==> config.mk <==
export PLATFORM = sky130hd
export DESIGN_NAME = mul_serial_ctrl_flat
export DESIGN_NICKNAME = d
export VERILOG_FILES = /design/src/rtl/mul_serial_ctrl_if.sv /design/src/rtl/mul_serial_ctrl.sv /design/src/flat_wrapper.sv
export SDC_FILE = /design/constraint.sdc
export NUM_CORES = 1
export LEC_CHECK = 0
export ABC_CLOCK_PERIOD_IN_PS = 12540
export CAP_MARGIN = 20
export CORE_UTILIZATION = 55
export CTS_CLUSTER_DIAMETER = 80
export DETAILED_ROUTE_END_ITERATION = 12
export PLACE_DENSITY = 0.87
export SLEW_MARGIN = 25
export SYNTH_ARGS = -nofsm -noshare
export SYNTH_HDL_FRONTEND = slang
export SYNTH_SLANG_ARGS = --single-unit
==> constraint.sdc <==
create_clock -name clk -period 12.54 [get_ports clk]
set_clock_uncertainty 0.2 [all_clocks]
set_input_delay 1.881 -clock clk [delete_from_list [all_inputs] [get_ports clk]]
set_output_delay 1.881 -clock clk [all_outputs]
set_load 0.01 [all_outputs]
==> src/rtl/mul_serial_ctrl_if.sv <==
// Operand and result handshakes of the serial multiplier sequencer.
// The slave modport is the sequencer; the master modport is its producer/consumer.
interface mul_serial_ctrl_if #(
   parameter int unsigned WIDTH = 8
);
   logic               i_valid;
   logic               i_ready;
   logic [WIDTH-1:0]   i_a;
   logic [WIDTH-1:0]   i_b;
   logic               o_valid;
   logic               o_ready;
   logic [2*WIDTH-1:0] o_data;

   modport slave (
      input  i_valid, i_a, i_b, o_ready,
      output i_ready, o_valid, o_data
   );

   modport master (
      output i_valid, i_a, i_b, o_ready,
      input  i_ready, o_valid, o_data
   );
endinterface

==> src/rtl/mul_serial_ctrl.sv <==
// Sequencer for the bit-serial multiplier inner unit: scans the bits of a, accumulates the
// shifted partial products (MSB weighted negative) and returns the signed product.
module mul_serial_ctrl #(
   parameter int unsigned WIDTH = 8,
   parameter int unsigned DEPTH = 3
) (
   input  logic               clk,
   input  logic               rst_n,
   mul_serial_ctrl_if.slave   bus,
   output logic               o_busy,
   output logic               mul_en,
   output logic               mul_clr,
   output logic [DEPTH-1:0]   mul_idx,
   output logic [WIDTH-1:0]   mul_data0,
   output logic [WIDTH-1:0]   mul_data1,
   input  logic [2*WIDTH-1:0] mul_pp
);

   localparam logic [DEPTH-1:0] LastIdx = DEPTH'(WIDTH - 1);

   typedef enum logic [1:0] {StIdle, StRun, StDone} state_e;

   state_e               state_q, state_d;
   logic [DEPTH-1:0]     cnt_q, cnt_d;
   logic [2*WIDTH-1:0]   acc_q, acc_d;
   logic [WIDTH-1:0]     a_q, a_d;
   logic [WIDTH-1:0]     b_q, b_d;
   logic [2*WIDTH-1:0]   term;

   assign term      = mul_pp << cnt_q;
   assign mul_data0 = a_q;
   assign mul_data1 = b_q;

   always_comb begin
      state_d     = state_q;
      cnt_d       = cnt_q;
      acc_d       = acc_q;
      a_d         = a_q;
      b_d         = b_q;
      mul_en      = 1'b0;
      mul_clr     = 1'b0;
      mul_idx     = '0;
      bus.i_ready = 1'b0;
      bus.o_valid = 1'b0;
      bus.o_data  = '0;
      o_busy      = 1'b1;

      unique case (state_q)
         StIdle: begin
            o_busy      = 1'b0;
            bus.i_ready = 1'b1;
         end
         StRun: begin
            // cnt_q is the index the inner unit registered on the previous edge
            if (cnt_q == LastIdx) begin
               acc_d   = acc_q - term;
               mul_clr = 1'b1;
               state_d = StDone;
            end else begin
               acc_d   = acc_q + term;
               mul_en  = 1'b1;
               mul_idx = cnt_q + 1'b1;
               cnt_d   = cnt_q + 1'b1;
            end
         end
         StDone: begin
            bus.o_valid = 1'b1;
            bus.o_data  = acc_q;
            bus.i_ready = bus.o_ready;
            if (bus.o_ready) begin
               state_d = StIdle;
            end
         end
         default: state_d = StIdle;
      endcase

      // Accept overrides the per-state update so a result hand-off can reload in one cycle
      if (bus.i_valid && bus.i_ready) begin
         a_d     = bus.i_a;
         b_d     = bus.i_b;
         acc_d   = '0;
         cnt_d   = '0;
         state_d = StRun;
         mul_en  = 1'b1;
         mul_idx = '0;
      end
   end

   always_ff @(posedge clk or negedge rst_n) begin
      if (!rst_n) begin
         state_q <= StIdle;
         cnt_q   <= '0;
         acc_q   <= '0;
         a_q     <= '0;
         b_q     <= '0;
      end else begin
         state_q <= state_d;
         cnt_q   <= cnt_d;
         acc_q   <= acc_d;
         a_q     <= a_d;
         b_q     <= b_d;
      end
   end

endmodule

==> src/flat_wrapper.sv <==
// flat-port wrapper written by rule: the top's interface ports become plain ports
module mul_serial_ctrl_flat 
#(
   parameter int unsigned WIDTH = 8,
   parameter int unsigned DEPTH = 3
)
  (clk, rst_n, o_busy, mul_en, mul_clr, mul_idx, mul_data0, mul_data1, mul_pp, bus_i_valid, bus_i_a, bus_i_b, bus_o_ready, bus_i_ready, bus_o_valid, bus_o_data);
  mul_serial_ctrl_if #(.WIDTH(WIDTH)) bus_i ();
  input  logic clk;
  input  logic rst_n;
  output logic o_busy;
  output logic mul_en;
  output logic mul_clr;
  output logic [DEPTH-1:0] mul_idx;
  output logic [WIDTH-1:0] mul_data0;
  output logic [WIDTH-1:0] mul_data1;
  input  logic [2*WIDTH-1:0] mul_pp;
  input wire logic [$bits(bus_i.i_valid)-1:0] bus_i_valid;
  input wire logic [$bits(bus_i.i_a)-1:0] bus_i_a;
  input wire logic [$bits(bus_i.i_b)-1:0] bus_i_b;
  input wire logic [$bits(bus_i.o_ready)-1:0] bus_o_ready;
  output wire logic [$bits(bus_i.i_ready)-1:0] bus_i_ready;
  output wire logic [$bits(bus_i.o_valid)-1:0] bus_o_valid;
  output wire logic [$bits(bus_i.o_data)-1:0] bus_o_data;
  assign bus_i.i_valid = bus_i_valid;
  assign bus_i.i_a = bus_i_a;
  assign bus_i.i_b = bus_i_b;
  assign bus_i.o_ready = bus_o_ready;
  assign bus_i_ready = bus_i.i_ready;
  assign bus_o_valid = bus_i.o_valid;
  assign bus_o_data = bus_i.o_data;
  mul_serial_ctrl #(.WIDTH(WIDTH), .DEPTH(DEPTH)) u_core (.clk(clk), .rst_n(rst_n), .bus(bus_i), .o_busy(o_busy), .mul_en(mul_en), .mul_clr(mul_clr), .mul_idx(mul_idx), .mul_data0(mul_data0), .mul_data1(mul_data1), .mul_pp(mul_pp));
endmodule
## Yosys cells after proc, flatten, opt, wreduce, memory -nomap -nowiden

Cells that the tools add are included.
W data, S select, Z words.

| operators by class | value |
|---|---|
| $add $sub $neg | 3 |
| eq/ne operators | 7 |
| shifts and indexed selects | 1 |
| mux-type cells | 22 |
| reductions and logical operators | 5 |

Operator list:

| kind | count |
|---|---|
| $mux W16 | 4 |
| $mux W3 | 6 |
| $add A16 B16 Y16 | 1 |
| $shl A16 B3 Y16 | 1 |
| $sub A16 B16 Y16 | 1 |
| $mux W1 | 7 |
| $mux W2 | 3 |
| $pmux W2 S3 | 1 |
| $add A3 B1 Y3 const B | 1 |
| $eq A3 B3 Y1 const B | 1 |
| $ne A3 B1 Y1 const B | 1 |
| $ne A3 B2 Y1 const B | 1 |
| $reduce_and A3 Y1 | 1 |
| $eq A2 B1 Y1 const B | 1 |
| $eq A2 B2 Y1 const B | 1 |
| $logic_not A2 Y1 | 1 |
| $ne A2 B1 Y1 const B | 1 |
| $ne A2 B2 Y1 const B | 1 |
| $pmux W1 S2 | 1 |
| $reduce_and A2 Y1 | 1 |
| $reduce_bool A2 Y1 | 1 |
| $logic_and A1 B1 Y1 | 1 |

| word-level totals | value |
|---|---|
| bits in registers | 37 |
| output and inout bits | 40 |

## Longest topological paths before layout

| depth | value |
|---|---|
| depth after elaboration | 5 |
| depth in mapped cells | 22 |

## Worst setup path after synthesis

OpenSTA, ideal clock, no wires.

| path | value |
|---|---|
| path kind | in2reg |
| start | input port mul_pp[3] |
| end | register u_core.acc_q[15] |
| library setup time | 120 ps |
| arrival | 5061 ps |
| data required time | 12220 ps |
| path slack | 7160 ps |
| stages on the path | 19 |
| buffers on the path | 0 |
| path through | or4_1 o41ai_1 a31o_1 a21oi_1 a211oi_1 and2b_1 and4_1 nor2_1 xnor2_1 ha_1 and3_1 and2_1 nand4_1 o21ai_0 a31oi_1 a311oi_1 xnor2_1 o31ai_2 a31o_1 |

| between the ends | value |
|---|---|
| word-level cells in the longest chain between the ends | 5 |
| elaborated cells on any way between the ends | 6 |

RTL lines:

| item | line | text |
|---|---|---|
| start: declaration | flat_wrapper.sv:17 | `input logic [2*WIDTH-1:0] mul_pp;` |
| $shl A16 B3 Y16 (*) | mul_serial_ctrl.sv:30 | `assign term = mul_pp << cnt_q;` |
| $add A16 B16 Y16 / $sub A16 B16 Y16 (equally long branches) | mul_serial_ctrl.sv:60, mul_serial_ctrl.sv:56 |  |
| $mux W16 (*) | mul_serial_ctrl.sv:55 | `if (cnt_q == LastIdx) begin` |
| $mux W16 (*) | mul_serial_ctrl.sv:48 | `unique case (state_q)` |
| $mux W16 (*) | mul_serial_ctrl.sv:78 | `if (bus.i_valid && bus.i_ready) begin` |
| end signal: assignment | mul_serial_ctrl.sv:93 | `acc_q <= '0;` |
| end signal: assignment | mul_serial_ctrl.sv:99 | `acc_q <= acc_d;` |
| end: declaration | mul_serial_ctrl.sv:25 | `logic [2*WIDTH-1:0] acc_q, acc_d;` |

Mark *: on every way between the ends. The rest lies on a longest branch, timed or not. The select of a mux whose other input is x is not followed.
A chain may end at the register's enable or synchronous reset.

## Worst setup path after layout

Ends and elaborated chain as after synthesis.

==> qor.yml <==
floorplan:
  dieArea_mm2: 0.00634
  die_h_um: 79.6
  pin_count: 76
  core_mm2: 0.00564
  dieWidth_um: 79.6
  start_util_pct: 58.7
  fp-row-count: 27
placed_design:
  routabilityCongestion: 0.934
  dp_hpwl_mm: 6.11
  port-buffer-count: 75
worst_setup_path:
  crit_fanout: 5
  required_ns: 12.53
  r2r-start: "u_core.cnt_q[1]"
  startpoint_type: "input pin"
  slowest_stage: "or4_1"
  startpoint: "mul_pp[3]"
  r2r_slack_ns: 7.84
  crit_chain: "clkdlybuf4s50_1, or4_1, o41ai_1, a31o_1, a21oi_1, a211oi_1, and2b_1, and4_1, nor2_1, xnor2_1, ha_1, and3_1, and2_1, nand4_1, o21ai_0, a31oi_1, a311oi_1, xnor2_1, o31ai_2, a31o_1"
  cp_num_buf_inv: 1
  path_delay_family: "compound AO/OA/AOI/OAI gates"
  crit_end: "u_core.acc_q[15]"
  crit_type: "input pin to flop"
  crit_cells: 20
  reg2regPathDepth: 19
  slowest_delay_ns: 0.49
  reg2reg_to: "u_core.acc_q[15]"
  crit_path_end_kind: "flop"
  arrival_ns: 5.94
logic_synthesis:
  synthFlopType: "dfrtp_1"
  seq_area_frac_synth_pct: 27.9
  synth.distinct_cells: 61
  synth_edf_count: 0
  synth.net_count: 413
  netlist_area_mm2: 0.00331
  yosys_warnings: 0
  synthCells: 358
  postSynthAreaPerCell_um2: 9.25
  synth-async-reset-ratio_pct: 100
  ys_ff_latch: 37
clock_tree:
  cts_setup_buffers: 0
  clockBufferDepth: 2
  root_buffer: "clkbuf_8"
  clkLatencyLatePin_ns: 0.30
  cts_tree: "built"
  cts_buffers: 5
  cts_hold_buf: 0
  clkTransAtPathRegs_ns: 0.08
  cts_resized: 0
  cts_sinks: 37
  h-tree-depth: 2
final_layout:
  finalNetCount: 480
  layout_commonest_cell: "clkdlybuf4s50_1"
  multi_input_area_mm2: 0.00225
  drive_gt1_share_pct: 14.1
  layout_common_cells: "clkdlybuf4s50_1, dfrtp_1, nand2_1, mux2_2, a21oi_1"
  seq_area_um2: 927
  fillers: 401
  antenna_cells: 0
  syn2layout_area_growth_pct: 26.4
grt:
  antenna_found_initial: 0
  grt_pass1_vias: 2822
  grt_first_pass_wirelength_mm: 13.3
  grtUsageTotal_pct: 26.9
  grt_max_degree: 38
  overflow: 0
detailed_routing:
  wirelength_mm: 8.15
  antenna_left: 0
  vias: 2918
  drc: 0
  drt-pass1-iter-count: 4
  first_iter_violations: 156
  viasPerCell: 5.86
  post_drt_wl_per_cell_um: 16.4
sta:
  setup_viol: 0
  finalSetupTns_ns: 0
  maxSlewViolCount: 0
  hold_violations: 0
  period_minus_slack_ns: 5.95
  relSlewSlack_pct: 48.0
  post-route-period-util_pct: 47.5
  worst_pin_slew_ns: 0.781
  grt_setup_unrepaired: "no"
  fmax_ghz: 0.168
job:
  max_cap_viol_count: 0
min_path:
  hold_path.class: "flop to flop"
outcome:
  status: "finished, final reports clean"
[state kept, by name (all words and copies together), names as in the netlist]
name / cells
u_core.state_q: 2
u_core.mul_data1: 8
u_core.cnt_q: 3
u_core.mul_data0: 8
u_core.acc_q: 16
[cells in the mapped netlist (all sizes together), types with 2 or more instances]
master   n  area share (%)
or2      5            0.94
mux4     5             3.4
nand3    2            0.30
buf      8             1.4
o41ai    2            0.76
nand2   29             3.3
inv     17             1.9
xor2     9             2.4
nand4    2            0.38
ha      18             6.8
dfrtp   37              28
nor3     4            0.60
clkbuf   9             1.0
mux2    33              11
nor2b    6             1.1
a31o     4             1.1
a211oi   3            0.68
nand2b   9             1.7
and2    19             3.6
nand4b   2            0.53
and3     3            0.57
a21oi   23             3.5
a21o     5             1.1
nor4b    2            0.53
o31ai    2            0.60
mux2i   17             5.5
nor2    16             1.8
xnor2   16             4.2
o21ai   16             2.4
a31oi    4             1.2
o22ai   13             2.5
[how the worst min path moves through the flow]
stage	from	to	slack, ns	cells after the start
final	u_core.mul_data1[3]	u_core.mul_data1[3]	0.31	1
after global routing	u_core.mul_data0[1]	u_core.mul_data0[1]	0.33	1
after CTS	u_core.mul_data0[5]	u_core.mul_data0[5]	0.32	1
after detailed placement	u_core.mul_data0[5]	u_core.mul_data0[5]	0.30	1
after global placement	u_core.mul_data0[2]	u_core.mul_data0[2]	0.29	1
after floorplan	u_core.acc_q[3]	u_core.acc_q[3]	0.27	2
[layer usage]
| metal | GRT usage [%] | share of wire [%] | up-vias |
|---|---|---|---|
| li1 | - | - | 1426 |
| met5 | 0 | 0 | - |
| met4 | 9.64 | 1.7 | 0 |
| met1 | 36.0 | 46 | 1404 |
| met3 | 4.00 | 4.4 | 15 |
| met2 | 44.1 | 48 | 73 |
[cells by family (layout without fill, tap and decap cells)]
| logic type | count (synthesis) | after routing | synth area share [%] |
|---|---|---|---|
| XOR/XNOR | 25 | 25 | 6.61 |
| adder cells (fa/ha/maj) | 19 | 19 | 7.40 |
| AO/OA/AOI/OAI | 82 | 82 | 16.4 |
| flip-flops | 37 | 37 | 27.9 |
| buffers and inverters | 34 | 102 | 4.38 |
| AND/OR/NAND/NOR | 106 | 106 | 17.0 |
| multiplexers | 55 | 55 | 20.2 |
[final cells by class]
type                       count  area share (%)
inverter                      17            1.52
sequential                    37            22.1
timing repair buffer          77            18.3
multi-input combinational    287            53.7
clock inverter                 3           0.598
tap                           72            2.15
clock buffer                   5            1.64
[through the flow]
stage | utilization (%) | instances | setup WS [ns] | hold WS [ns] | area [µm²]
6_report | 74.2 | 498 | 6.59 | 0.312 | 4190
5_1_grt | 74.2 | 498 | 6.27 | 0.325 | 4190
4_1_cts | 74.2 | 498 | 6.60 | 0.317 | 4180
3_5_place_dp | 72.5 | 490 | 6.30 | 0.297 | 4090
3_3_place_gp | 72.5 | 490 | 6.46 | 0.288 | 4090
2_1_floorplan | - | 358 | 7.16 | 0.269 | 3310
Power is not shown: default switching activity piles up to over one toggle a cycle in this logic, so the estimate is an artifact.
